--- config.mk ---
export PLATFORM = sky130hd
export DESIGN_NAME = hazard_ctrl_v2
export DESIGN_NICKNAME = d
export VERILOG_FILES = /design/src/rtl/hazard_ctrl_v2_pkg.sv /design/src/rtl/hazard_sat_counter.sv /design/src/rtl/hazard_ctrl_v2.sv
export SDC_FILE = /design/constraint.sdc
export NUM_CORES = 1
export LEC_CHECK = 0
export BUFFER_PORTS_ARGS = -buffer_cell sky130_fd_sc_hd__buf_2
export CAP_MARGIN = 0
export CORE_MARGIN = 5
export CORE_UTILIZATION = 47
export DETAILED_ROUTE_END_ITERATION = 12
export PLACE_DENSITY = 0.84
export SLEW_MARGIN = 20
export SYNTH_ARGS = -nofsm -noshare
export SYNTH_HDL_FRONTEND = slang
export SYNTH_HIERARCHICAL = 1
export SYNTH_SLANG_ARGS = --single-unit
--- constraint.sdc ---
create_clock -name clk -period 2.3 [get_ports clk]
set_input_delay 0.23 -clock clk [delete_from_list [all_inputs] [get_ports clk]]
set_output_delay 0.23 -clock clk [all_outputs]
set_load 0.02 [all_outputs]
--- src/rtl/hazard_ctrl_v2_pkg.sv ---
// Shared constants for the hazard/forwarding controller: operand-mux encoding,
// register-file defaults and internal counter widths.
package hazard_ctrl_v2_pkg;

  localparam int REG_AW_DEF = 5;
  localparam int X0_ADDR    = 0;

  localparam logic [1:0] FWD_RF  = 2'd0;
  localparam logic [1:0] FWD_EX  = 2'd1;
  localparam logic [1:0] FWD_MEM = 2'd2;
  localparam logic [1:0] FWD_WB  = 2'd3;

  // Wide enough for MC_LAT-1 up to 14 and BR_PENALTY-1 up to 6.
  localparam int MC_CNT_W  = 4;
  localparam int PEN_CNT_W = 3;

  // Youngest producer wins.
  function automatic logic [1:0] fwd_pick(input logic hit_ex, input logic hit_mem,
                                          input logic hit_wb);
    logic [1:0] sel;
    if (hit_ex) begin
      sel = FWD_EX;
    end else if (hit_mem) begin
      sel = FWD_MEM;
    end else if (hit_wb) begin
      sel = FWD_WB;
    end else begin
      sel = FWD_RF;
    end
    return sel;
  endfunction

endpackage

--- src/rtl/hazard_sat_counter.sv ---
// Event counter that increments on request and sticks at all-ones.
module hazard_sat_counter #(
  parameter int CNT_W = 16
) (
  input  logic             clk,
  input  logic             rst_n,
  input  logic             inc,
  output logic [CNT_W-1:0] cnt
);

  logic [CNT_W-1:0] cnt_q;
  logic [CNT_W-1:0] cnt_d;

  // Next count: hold at saturation.
  always_comb begin
    cnt_d = cnt_q;
    if (inc && (cnt_q != {CNT_W{1'b1}})) begin
      cnt_d = cnt_q + {{(CNT_W-1){1'b0}}, 1'b1};
    end else begin
      cnt_d = cnt_q;
    end
  end

  // Count register.
  always_ff @(posedge clk or negedge rst_n) begin
    if (!rst_n) begin
      cnt_q <= {CNT_W{1'b0}};
    end else begin
      cnt_q <= cnt_d;
    end
  end

  assign cnt = cnt_q;

endmodule

--- src/rtl/hazard_ctrl_v2.sv ---
// Hazard and forwarding controller for the 5-stage core: operand forwarding,
// load-use / RAW stalls, multi-cycle EX busy tracking and redirect flushes.
module hazard_ctrl_v2
  import hazard_ctrl_v2_pkg::*;
#(
  parameter int REG_AW     = REG_AW_DEF,
  parameter int FWD_EN     = 1,
  parameter int BR_PENALTY = 1,
  parameter int MC_LAT     = 4,
  parameter int CNT_W      = 16
) (
  input  logic              clk,
  input  logic              rst_n,
  input  logic [REG_AW-1:0] id_rs1,
  input  logic [REG_AW-1:0] id_rs2,
  input  logic              id_rs1_used,
  input  logic              id_rs2_used,
  input  logic [REG_AW-1:0] ex_rd,
  input  logic [REG_AW-1:0] mem_rd,
  input  logic [REG_AW-1:0] wb_rd,
  input  logic              ex_reg_wen,
  input  logic              mem_reg_wen,
  input  logic              wb_reg_wen,
  input  logic              ex_is_load,
  input  logic              ex_redirect,
  input  logic              ex_mc_start,
  output logic              stall,
  output logic              flush_id,
  output logic              flush_ex,
  output logic [1:0]        fwd_a_sel,
  output logic [1:0]        fwd_b_sel,
  output logic              mc_busy,
  output logic              proto_err,
  output logic [CNT_W-1:0]  stall_cnt,
  output logic [CNT_W-1:0]  flush_cnt
);

  function automatic logic reg_hit(input logic wen, input logic [REG_AW-1:0] rd,
                                   input logic [REG_AW-1:0] src, input logic used);
    return wen && used && (src != REG_AW'(X0_ADDR)) && (rd == src);
  endfunction

  logic                 mc_busy_q, mc_busy_d;
  logic [MC_CNT_W-1:0]  mc_cnt_q, mc_cnt_d;
  logic [PEN_CNT_W-1:0] pen_q, pen_d;
  logic                 proto_err_q, proto_err_d;

  logic hit_ex_a_s, hit_mem_a_s, hit_wb_a_s;
  logic hit_ex_b_s, hit_mem_b_s, hit_wb_b_s;
  logic raw_stall_s, stall_s, flush_id_s, flush_ex_s;
  logic [1:0] fwd_a_s, fwd_b_s;

  // Source matches, operand mux selects and stall/flush priority.
  always_comb begin
    hit_ex_a_s  = reg_hit(ex_reg_wen,  ex_rd,  id_rs1, id_rs1_used);
    hit_mem_a_s = reg_hit(mem_reg_wen, mem_rd, id_rs1, id_rs1_used);
    hit_wb_a_s  = reg_hit(wb_reg_wen,  wb_rd,  id_rs1, id_rs1_used);
    hit_ex_b_s  = reg_hit(ex_reg_wen,  ex_rd,  id_rs2, id_rs2_used);
    hit_mem_b_s = reg_hit(mem_reg_wen, mem_rd, id_rs2, id_rs2_used);
    hit_wb_b_s  = reg_hit(wb_reg_wen,  wb_rd,  id_rs2, id_rs2_used);
    fwd_a_s     = FWD_RF;
    fwd_b_s     = FWD_RF;
    raw_stall_s = 1'b0;
    if (FWD_EN != 0) begin
      fwd_a_s     = fwd_pick(hit_ex_a_s, hit_mem_a_s, hit_wb_a_s);
      fwd_b_s     = fwd_pick(hit_ex_b_s, hit_mem_b_s, hit_wb_b_s);
      raw_stall_s = ex_is_load && (hit_ex_a_s || hit_ex_b_s);
    end else begin
      // WB hits are covered by regfile write-through.
      raw_stall_s = hit_ex_a_s || hit_ex_b_s || hit_mem_a_s || hit_mem_b_s;
    end
    flush_ex_s = ex_redirect;
    flush_id_s = ex_redirect || (pen_q != {PEN_CNT_W{1'b0}});
    // A squashed ID instruction must never hold the pipe.
    if (flush_ex_s) begin
      stall_s = 1'b0;
    end else if (mc_busy_q) begin
      stall_s = 1'b1;
    end else begin
      stall_s = raw_stall_s;
    end
  end

  // Multi-cycle tracker, redirect penalty and protocol-error next state.
  always_comb begin
    mc_busy_d   = mc_busy_q;
    mc_cnt_d    = mc_cnt_q;
    pen_d       = pen_q;
    proto_err_d = proto_err_q;
    if (mc_busy_q) begin
      if (mc_cnt_q == {MC_CNT_W{1'b0}}) begin
        mc_busy_d = 1'b0;
      end else begin
        mc_cnt_d = mc_cnt_q - {{(MC_CNT_W-1){1'b0}}, 1'b1};
      end
    end else if (ex_mc_start && !ex_redirect) begin
      mc_busy_d = 1'b1;
      mc_cnt_d  = MC_CNT_W'(MC_LAT - 1);
    end else begin
      mc_busy_d = 1'b0;
    end
    if (ex_redirect) begin
      pen_d = PEN_CNT_W'(BR_PENALTY - 1);
    end else if (pen_q != {PEN_CNT_W{1'b0}}) begin
      pen_d = pen_q - {{(PEN_CNT_W-1){1'b0}}, 1'b1};
    end else begin
      pen_d = pen_q;
    end
    if (ex_mc_start && (mc_busy_q || ex_redirect)) begin
      proto_err_d = 1'b1;
    end else begin
      proto_err_d = proto_err_q;
    end
  end

  // State registers.
  always_ff @(posedge clk or negedge rst_n) begin
    if (!rst_n) begin
      mc_busy_q   <= 1'b0;
      mc_cnt_q    <= {MC_CNT_W{1'b0}};
      pen_q       <= {PEN_CNT_W{1'b0}};
      proto_err_q <= 1'b0;
    end else begin
      mc_busy_q   <= mc_busy_d;
      mc_cnt_q    <= mc_cnt_d;
      pen_q       <= pen_d;
      proto_err_q <= proto_err_d;
    end
  end

  // Combinational outputs are gated so reset forces them low at once.
  assign stall     = rst_n & stall_s;
  assign flush_id  = rst_n & flush_id_s;
  assign flush_ex  = rst_n & flush_ex_s;
  assign fwd_a_sel = rst_n ? fwd_a_s : FWD_RF;
  assign fwd_b_sel = rst_n ? fwd_b_s : FWD_RF;
  assign mc_busy   = mc_busy_q;
  assign proto_err = proto_err_q;

  hazard_sat_counter #(.CNT_W(CNT_W)) u_stall_cnt (
    .clk   (clk),
    .rst_n (rst_n),
    .inc   (stall),
    .cnt   (stall_cnt)
  );

  hazard_sat_counter #(.CNT_W(CNT_W)) u_flush_cnt (
    .clk   (clk),
    .rst_n (rst_n),
    .inc   (flush_id),
    .cnt   (flush_cnt)
  );

endmodule

==> results of run 1 <==
metal layers:
metal	GRT usage, %	wire length [um]	vias to the layer above	share of wire [%]
li1	-	-	1127	-
met1	23.7	2830	1107	44
met2	29.8	3220	67	49
met3	3.93	336	14	5.2
met4	5.18	121	0	1.9
met5	0	0	-	0
power by group through the flow:
stage          Clock (mW)  Combinational, mW  Sequential, mW
2_1_floorplan           0              0.479            1.16
5_1_grt             0.509              0.999            1.09
6_report            0.460              0.906            1.06
3_5_place_dp            0              0.891            1.07
3_3_place_gp            0              0.860            1.07
4_1_cts             0.474              0.897            1.06
Yosys cell counts (2+ instances only):
master,number,area [um^2]
nand3_1,12,60.1
and3_1,5,31.3
a32oi_1,2,17.5
nor2_2,2,12.5
ha_1,5,62.6
dfrtp_1,41,1030
nor2_1,12,45.0
nand2_1,12,45.0
o21ai_0,4,20.0
and4_1,2,17.5
xnor2_1,20,175
and4_4,2,22.5
or4_1,2,15.0
nand4_1,20,125
nand3_4,2,35.0
nor4_1,5,31.3
a31oi_1,6,37.5
xor2_1,25,219
nor4_4,4,85.1
mux2i_1,2,20.0
o31ai_4,2,42.5
and4_2,2,20.0
nand4_4,2,42.5
mux2_1,2,22.5
o211ai_1,2,15.0
nor3_2,3,30.0
inv_1,9,33.8
a21boi_0,2,15.0
nand4_2,2,25.0
o21a_1,11,82.6
and4b_1,2,20.0
a21oi_1,14,70.1
and2_1,2,12.5
placed cells by master, fill, tap and decap left out, types with 2 or more instances in the layout:
cell / n
clkbuf_8: 5
buf_4: 9
nor4_1: 5
o31ai_4: 2
mux2i_1: 2
nor2_2: 2
and3_1: 5
o21a_1: 11
a21oi_1: 14
nand4_2: 2
inv_1: 9
mux2_1: 2
o21ai_0: 4
nor3_2: 3
and2_1: 2
and4_4: 2
and4b_1: 2
nand4_4: 2
a32oi_1: 2
nand2_1: 12
and4_2: 2
dfrtp_1: 41
xor2_1: 25
or4_1: 2
buf_2: 75
nor2_1: 12
ha_1: 5
xnor2_1: 20
nand4_1: 20
nor4_4: 4
nand3_4: 2
clkinv_2: 2
a31oi_1: 6
nand3_1: 12
o211ai_1: 2
and4_1: 2
timing repair:
| action | 4_1_cts | 5_1_grt |
|---|---|---|
| endpoints found under the setup margin | 0 | 1 |
| hold buffers | 1 | 0 |
| resized for setup | 0 | 1 |
| hold endpoints to repair | 6 | 0 |
logic make-up after synthesis:
kind of cell	count (synthesis)	synth area share (%)
buffers and inverters	9	1.29
AND/OR/NAND/NOR	97	27.2
adder cells (fa/ha/maj)	5	2.38
AO/OA/AOI/OAI	48	13.4
multiplexers	4	1.62
flip-flops	41	39.1
XOR/XNOR	45	15.0
worst max-delay path by stage:
stage	to	slack, ps	cells after the start
after floorplan	u_stall_cnt/cnt[7]	10	9
after global placement	u_stall_cnt/cnt[15]	50	11
after detailed placement	u_stall_cnt/cnt[15]	-10	11
after CTS	u_flush_cnt/cnt[7]	140	8
after global routing	flush_ex	50	5
final	u_flush_cnt/cnt[7]	180	8
state kept, by name, indices dropped and copies added, names as in the netlist:
register,cells
u_flush_cnt/cnt,16
u_stall_cnt/cnt,16
mc_cnt_q,4
pen_q,3
mc_busy,1
proto_err,1
through the flow:
stage	power [mW]	instances	TNS (ps)	instance area, um^2	util, %
after detailed placement	1.96	405	-9.74	3160	57.8
after floorplan	1.64	249	0	2630	-
after CTS	2.43	414	0	3250	59.5
after global placement	1.93	405	0	3160	57.8
final	2.43	414	0	3260	59.6
after global routing	2.60	414	0	3260	59.6
area by class of cell:
cell class | instances | area [um^2] | area share, %
inverters | 9 | 33.8 | 1.04
flip-flops and latches | 41 | 1030 | 31.5
multi-input cells | 199 | 1580 | 48.3
repair buffers | 85 | 453 | 13.9
clock inverters | 2 | 10.0 | 0.307
clock buffers | 6 | 72.6 | 2.22
well taps | 72 | 90.1 | 2.76
==> summary.txt, run 1 <==
Outcome
  – Status: finished, final reports clean

Place
  – # port buffers: between 70 and 80
  – DP Worst Slack: -9.74 ps
  – Post-DP HPWL: roughly 5.1 mm
  – Routability cong.: slightly above 0.9

Critical path
  – Critical path class: reg2reg
  – Crit path from: pen_q[0]
  – Worst R2R Setup Slack: 180 ps
  – Worst setup EP type: flip-flop
  – Largest delay share family, worst path: simple AND/OR/NAND/NOR gates
  – R2R Path End: u_flush_cnt/cnt[7]
  – CP Max Fanout: 6
  – Crit path cell chain: inv_1, ha_1, ha_1, a21boi_4, and3_1, and4_2, a31oi_1, a31oi_1
  – CP Buf/Inv Count: 1
  – Slowest CP cell: dfrtp_1
  – CP max stage delay: about 370 ps
  – FF-to-FF Start: pen_q[0]
  – WP data required: about 2500 ps
  – R2R cell count: 8
  – Critical Path Source Type: flip-flop
  – Worst Path Arrival: approximately 2300 ps

Min path
  – Hold endpoint: mc_cnt_q[3]
  – Min-delay worst type: in2reg
  – Hold Path Stages: 2
  – Hold Path Origin: ex_mc_start

Drt
  – Post-DR wirelength/cell: 15.7 um
  – Vias: roughly 2300
  – DR iter-0 viols: between 100 and 150
  – Final WL: around 6.5 mm
  – Drt pass-1 iters: 4
  – Antenna-violating nets left: 0
  – DRC Markers: 0
  – Post-DR vias/cell: 5.59

Power and ir drop
  – Pwr dens: around 740 nW/um^2
  – Pint: 1.44 mW
  – Combinational fraction of design power: 37.3%
  – Reg power frac: 43.8%
  – Clock power share: 18.9%
  – Psw: 0.990 mW
  – Leak: approximately 1.6 nW
  – Net Sw Frac: 40.7%
  – VDD IR-drop max: 0.000451 V

Global routing
  – Total Routing Usage GR: 18.0%
  – First-pass GRT wire length: between 10 and 15 mm
  – Vias in the first global route: 2255
  – Initial antenna violation count: 0
  – Largest net degree at the start of global routing: 37
  – Grt ovf: 0

Logic synthesis
  – Post-synthesis cell count: 249
  – Async SR Flop Fraction: 100%
  – Yosys reg bits: 41
  – Main synth FF type: dfrtp_1
  – Avg Cell Area, Syn: between 10 and 15 um^2
  – Post-synth EDFFs: 0
  – Synthesized area: approximately 2600 um^2
  – Post-synthesis sequential area ratio: about two fifths
  – Net Count, Synth: ~290
  – Netlist cell types: 42
  – YS warnings: 6

Finish
  – Fillers: approximately 470
  – Layout cells sized above 1: 33.9%
  – Nets: around 380
  – Ant diodes: 0
  – Syn-to-layout area delta: 24.3%

STA
  – Worst Tran Pin Value: about 450 ps
  – Peak Freq: about 470 MHz
  – Fin. Hold Viols: 0
  – Clk_skew: between 4 and 5 ps
  – Final period util: between 90% and 100%
  – Unrepaired setup endpoints after global routing: false
  – Final Max Tran Viols: 0
  – Setup ws final: 181 ps
  – Final setup fails: 0
  – Minimum hold slack: 150 ps
  – Crit path time final: between 2000 and 2500 ps
  – Relative slew slack: a little over two thirds

Floorplan
  – Io pins: between 70 and 80
  – Die Y: roughly 85 um
  – Row cnt: 27
  – Initial Utilization: 48.0%
  – Core area: approximately 5500 um^2
  – Die X: between 80 and 90 um
  – Die area: approximately 7000 um^2

CTS
  – Clk slew on worst S/H paths: around 80 ps
  – CTS tree: yes
  – Num CTS Buffers: 5
  – H-tree level count: 2
  – Worst-skew pair later-pin latency: 290 ps
  – Clock Tree Root: clkbuf_8
  – Setup bufs post-CTS: 0
  – TritonCTS Sinks: 41
  – Clock Path Buffers: 2

Run
  – Max cap viols: 0
Note: power is estimated with default switching activity, not from simulation.
==> run 2: changes to the inputs <==
==> constraint.sdc (replaced) <==
create_clock -name clk -period 2.3 [get_ports clk]
set_input_delay 0.23 -clock clk [delete_from_list [all_inputs] [get_ports clk]]
set_output_delay 0.23 -clock clk [all_outputs]
set_load 0.01 [all_outputs]
==> run 2 against run 1 <==
Effect of this change: register-to-register slack improved by 50 ps; first-iteration DRC count is 53% higher; maximum frequency grew 2.2%; via count grew 3.8%; worst setup slack improved by 45 ps; sequential share of layout area about the same; critical endpoint is now u_flush_cnt/cnt[5]; cell area increased by 0.11%; clock skew increased by 6.1 ps; sequential power hardly changed.
==> summary.txt, run 2 (synthesized netlist as in run 1, its figures left out) <==
CTS
  – Clock Path Buffers: 2
  – Clock Tree Root: clkbuf_8
  – CTS tree: yes
  – TritonCTS Sinks: 41
  – Worst-skew pair later-pin latency: approximately 290 ps
  – Num CTS Buffers: 5
  – PostCTS Resize Cnt: 0
  – H-tree level count: 2
  – Clk slew on worst S/H paths: around 80 ps

Critical path
  – CP Max Fanout: 6
  – Worst R2R Setup Slack: between 200 and 250 ps
  – Critical Path Source Type: flip-flop
  – Crit path cell chain: inv_1, ha_1, ha_1, a21boi_1, buf_4, and3_1, and4_2, o211ai_1, o21a_1
  – CP Buf/Inv Count: 2
  – CP most frequent cell: ha_1
  – Slowest CP cell: dfrtp_1
  – WP data required: roughly 2500 ps
  – Worst setup EP type: flip-flop
  – Critical path class: reg2reg
  – CP Depth: 9
  – R2R Path End: u_flush_cnt/cnt[5]
  – Worst Path Arrival: 2250 ps
  – R2R cell count: 9
  – Largest delay share family, worst path: simple AND/OR/NAND/NOR gates
  – FF-to-FF Start: pen_q[0]
  – CP max stage delay: approximately 370 ps
  – CP Capture Point: u_flush_cnt/cnt[5]
  – Crit path from: pen_q[0]

Place
  – Routability cong.: just under 1
  – DP Worst Slack: -41.1 ps
  – Post-DP HPWL: 5.22 mm
  – # port buffers: between 70 and 80

Finish
  – Most common cell after layout, fill and taps aside: buf_2
  – Layout cells sized above 1: between 30% and 40%
  – Syn-to-layout area delta: 24.4%
  – Nets: approximately 380
  – Most frequent cells in the layout: buf_2, dfrtp_1, xor2_1, xnor2_1, nand4_1
  – Core Util, Final: about 60%
  – Ant diodes: 0

Drt
  – DRC Markers: 0
  – Final WL: between 6 and 7 mm
  – Vias: around 2400
  – Drt pass-1 iters: 4
  – DR iter-0 viols: 210
  – Antenna-violating nets left: 0
  – Post-DR vias/cell: slightly below 6
  – Post-DR wirelength/cell: around 16 um

Global routing
  – First-pass GRT wire length: about 11 mm
  – Grt ovf: 0
  – Vias in the first global route: approximately 2400
  – Largest net degree at the start of global routing: 32
  – Total Routing Usage GR: between 10% and 20%
  – Initial antenna violation count: 0

Floorplan
  – Die Y: about 85 um
  – Io pins: 76
  – Row cnt: 27
  – Core area: ~5500 um^2
  – Die area: about 7000 um^2
  – Die X: 84.7 um
  – Initial Utilization: between 40% and 50%

Run
  – Max cap viols: 0

Power and ir drop
  – VDD IR-drop max: about 0.00048 V
  – Leak: between 1.5 and 2 nW
  – Pwr dens: slightly above 700 nW/um^2

STA
  – Fin. Hold Viols: 0
  – Worst Tran Pin Value: about 410 ps
  – Final Max Tran Viols: 0
  – Final period util: ~90%
  – Peak Freq: 482 MHz
  – Final setup fails: 0
  – Relative slew slack: between 70% and 80%
  – Unrepaired setup endpoints after global routing: false
  – Crit path time final: between 2000 and 2500 ps
  – Clk_skew: between 10 and 15 ps
  – Setup ws final: between 200 and 250 ps

Min path
  – Min-delay worst type: in2reg

Outcome
  – Status: finished, final reports clean
run 2: cell types whose count changed in the layout (fill, tap and decap cells not counted):
cell and delta:
buf_4 +2, a21boi_1 +1, a21boi_4 -1
run 2: metrics by stage:
stage / std cells / total power [mW] / cell area (um^2) / setup TNS [ps] / hold WS (ps)
final: 416 / 2.34 / 3270 / 0 / 134
after floorplan: 249 / 1.55 / 2630 / 0 / -65.6
after detailed placement: 407 / 1.90 / 3170 / -95.4 / 61.2
after global routing: 416 / 2.51 / 3270 / 0 / 147
after global placement: 407 / 1.85 / 3170 / -8.80 / 64.6
after CTS: 416 / 2.36 / 3270 / 0 / 127
run 2: report_power, final:
part | switching [mW] | internal [mW]
sequential | 0.194 | 0.868
combinational | 0.454 | 0.363
clock | 0.248 | 0.211
run 2: per-layer routing:
metal / vias to the layer above / wire length [um] / track usage [%]
met1: 1181 / 2840 / 24.9
met4: 0 / 152 / 6.91
met3: 15 / 318 / 3.63
met5: - / 0 / 0
li1: 1132 / - / -
met2: 76 / 3330 / 31.2
run 2: worst reg2reg max path, delay by kind of cell (launching register included):
family,cells,cell delay (ps)
buf+inv,2,220
fa+ha+maj,2,440
compound gates,3,370
simple gates,2,550
flops,1,370
run 2: final cells by class:
cell class | instances | area (um^2)
multi-input cells | 199 | 1570
flip-flops and latches | 41 | 1030
clock buffers | 6 | 72.6
inverters | 9 | 33.8
repair buffers | 87 | 468
fillers | 469 | 2210
well taps | 72 | 90.1
clock inverters | 2 | 10.0
run 2: how the worst min path moves through the flow:
stage / slack [ps] / startpoint / to / cells past startpoint
after floorplan: -70 / rst_n / mc_busy / 0
after global routing: 150 / ex_mc_start / mc_cnt_q[3] / 2
after CTS: 130 / ex_mc_start / mc_cnt_q[3] / 2
after global placement: 60 / rst_n / u_stall_cnt/cnt[5] / 1
after detailed placement: 60 / rst_n / u_stall_cnt/cnt[5] / 1
final: 130 / ex_mc_start / mc_cnt_q[3] / 2
run 2: timing repair:
item / in CTS / in global routing
hold endpoints to repair: 11 / 0
setup endpoints to repair: 0 / 0
hold buffers: 1 / 0
setup buffers: 0 / 0
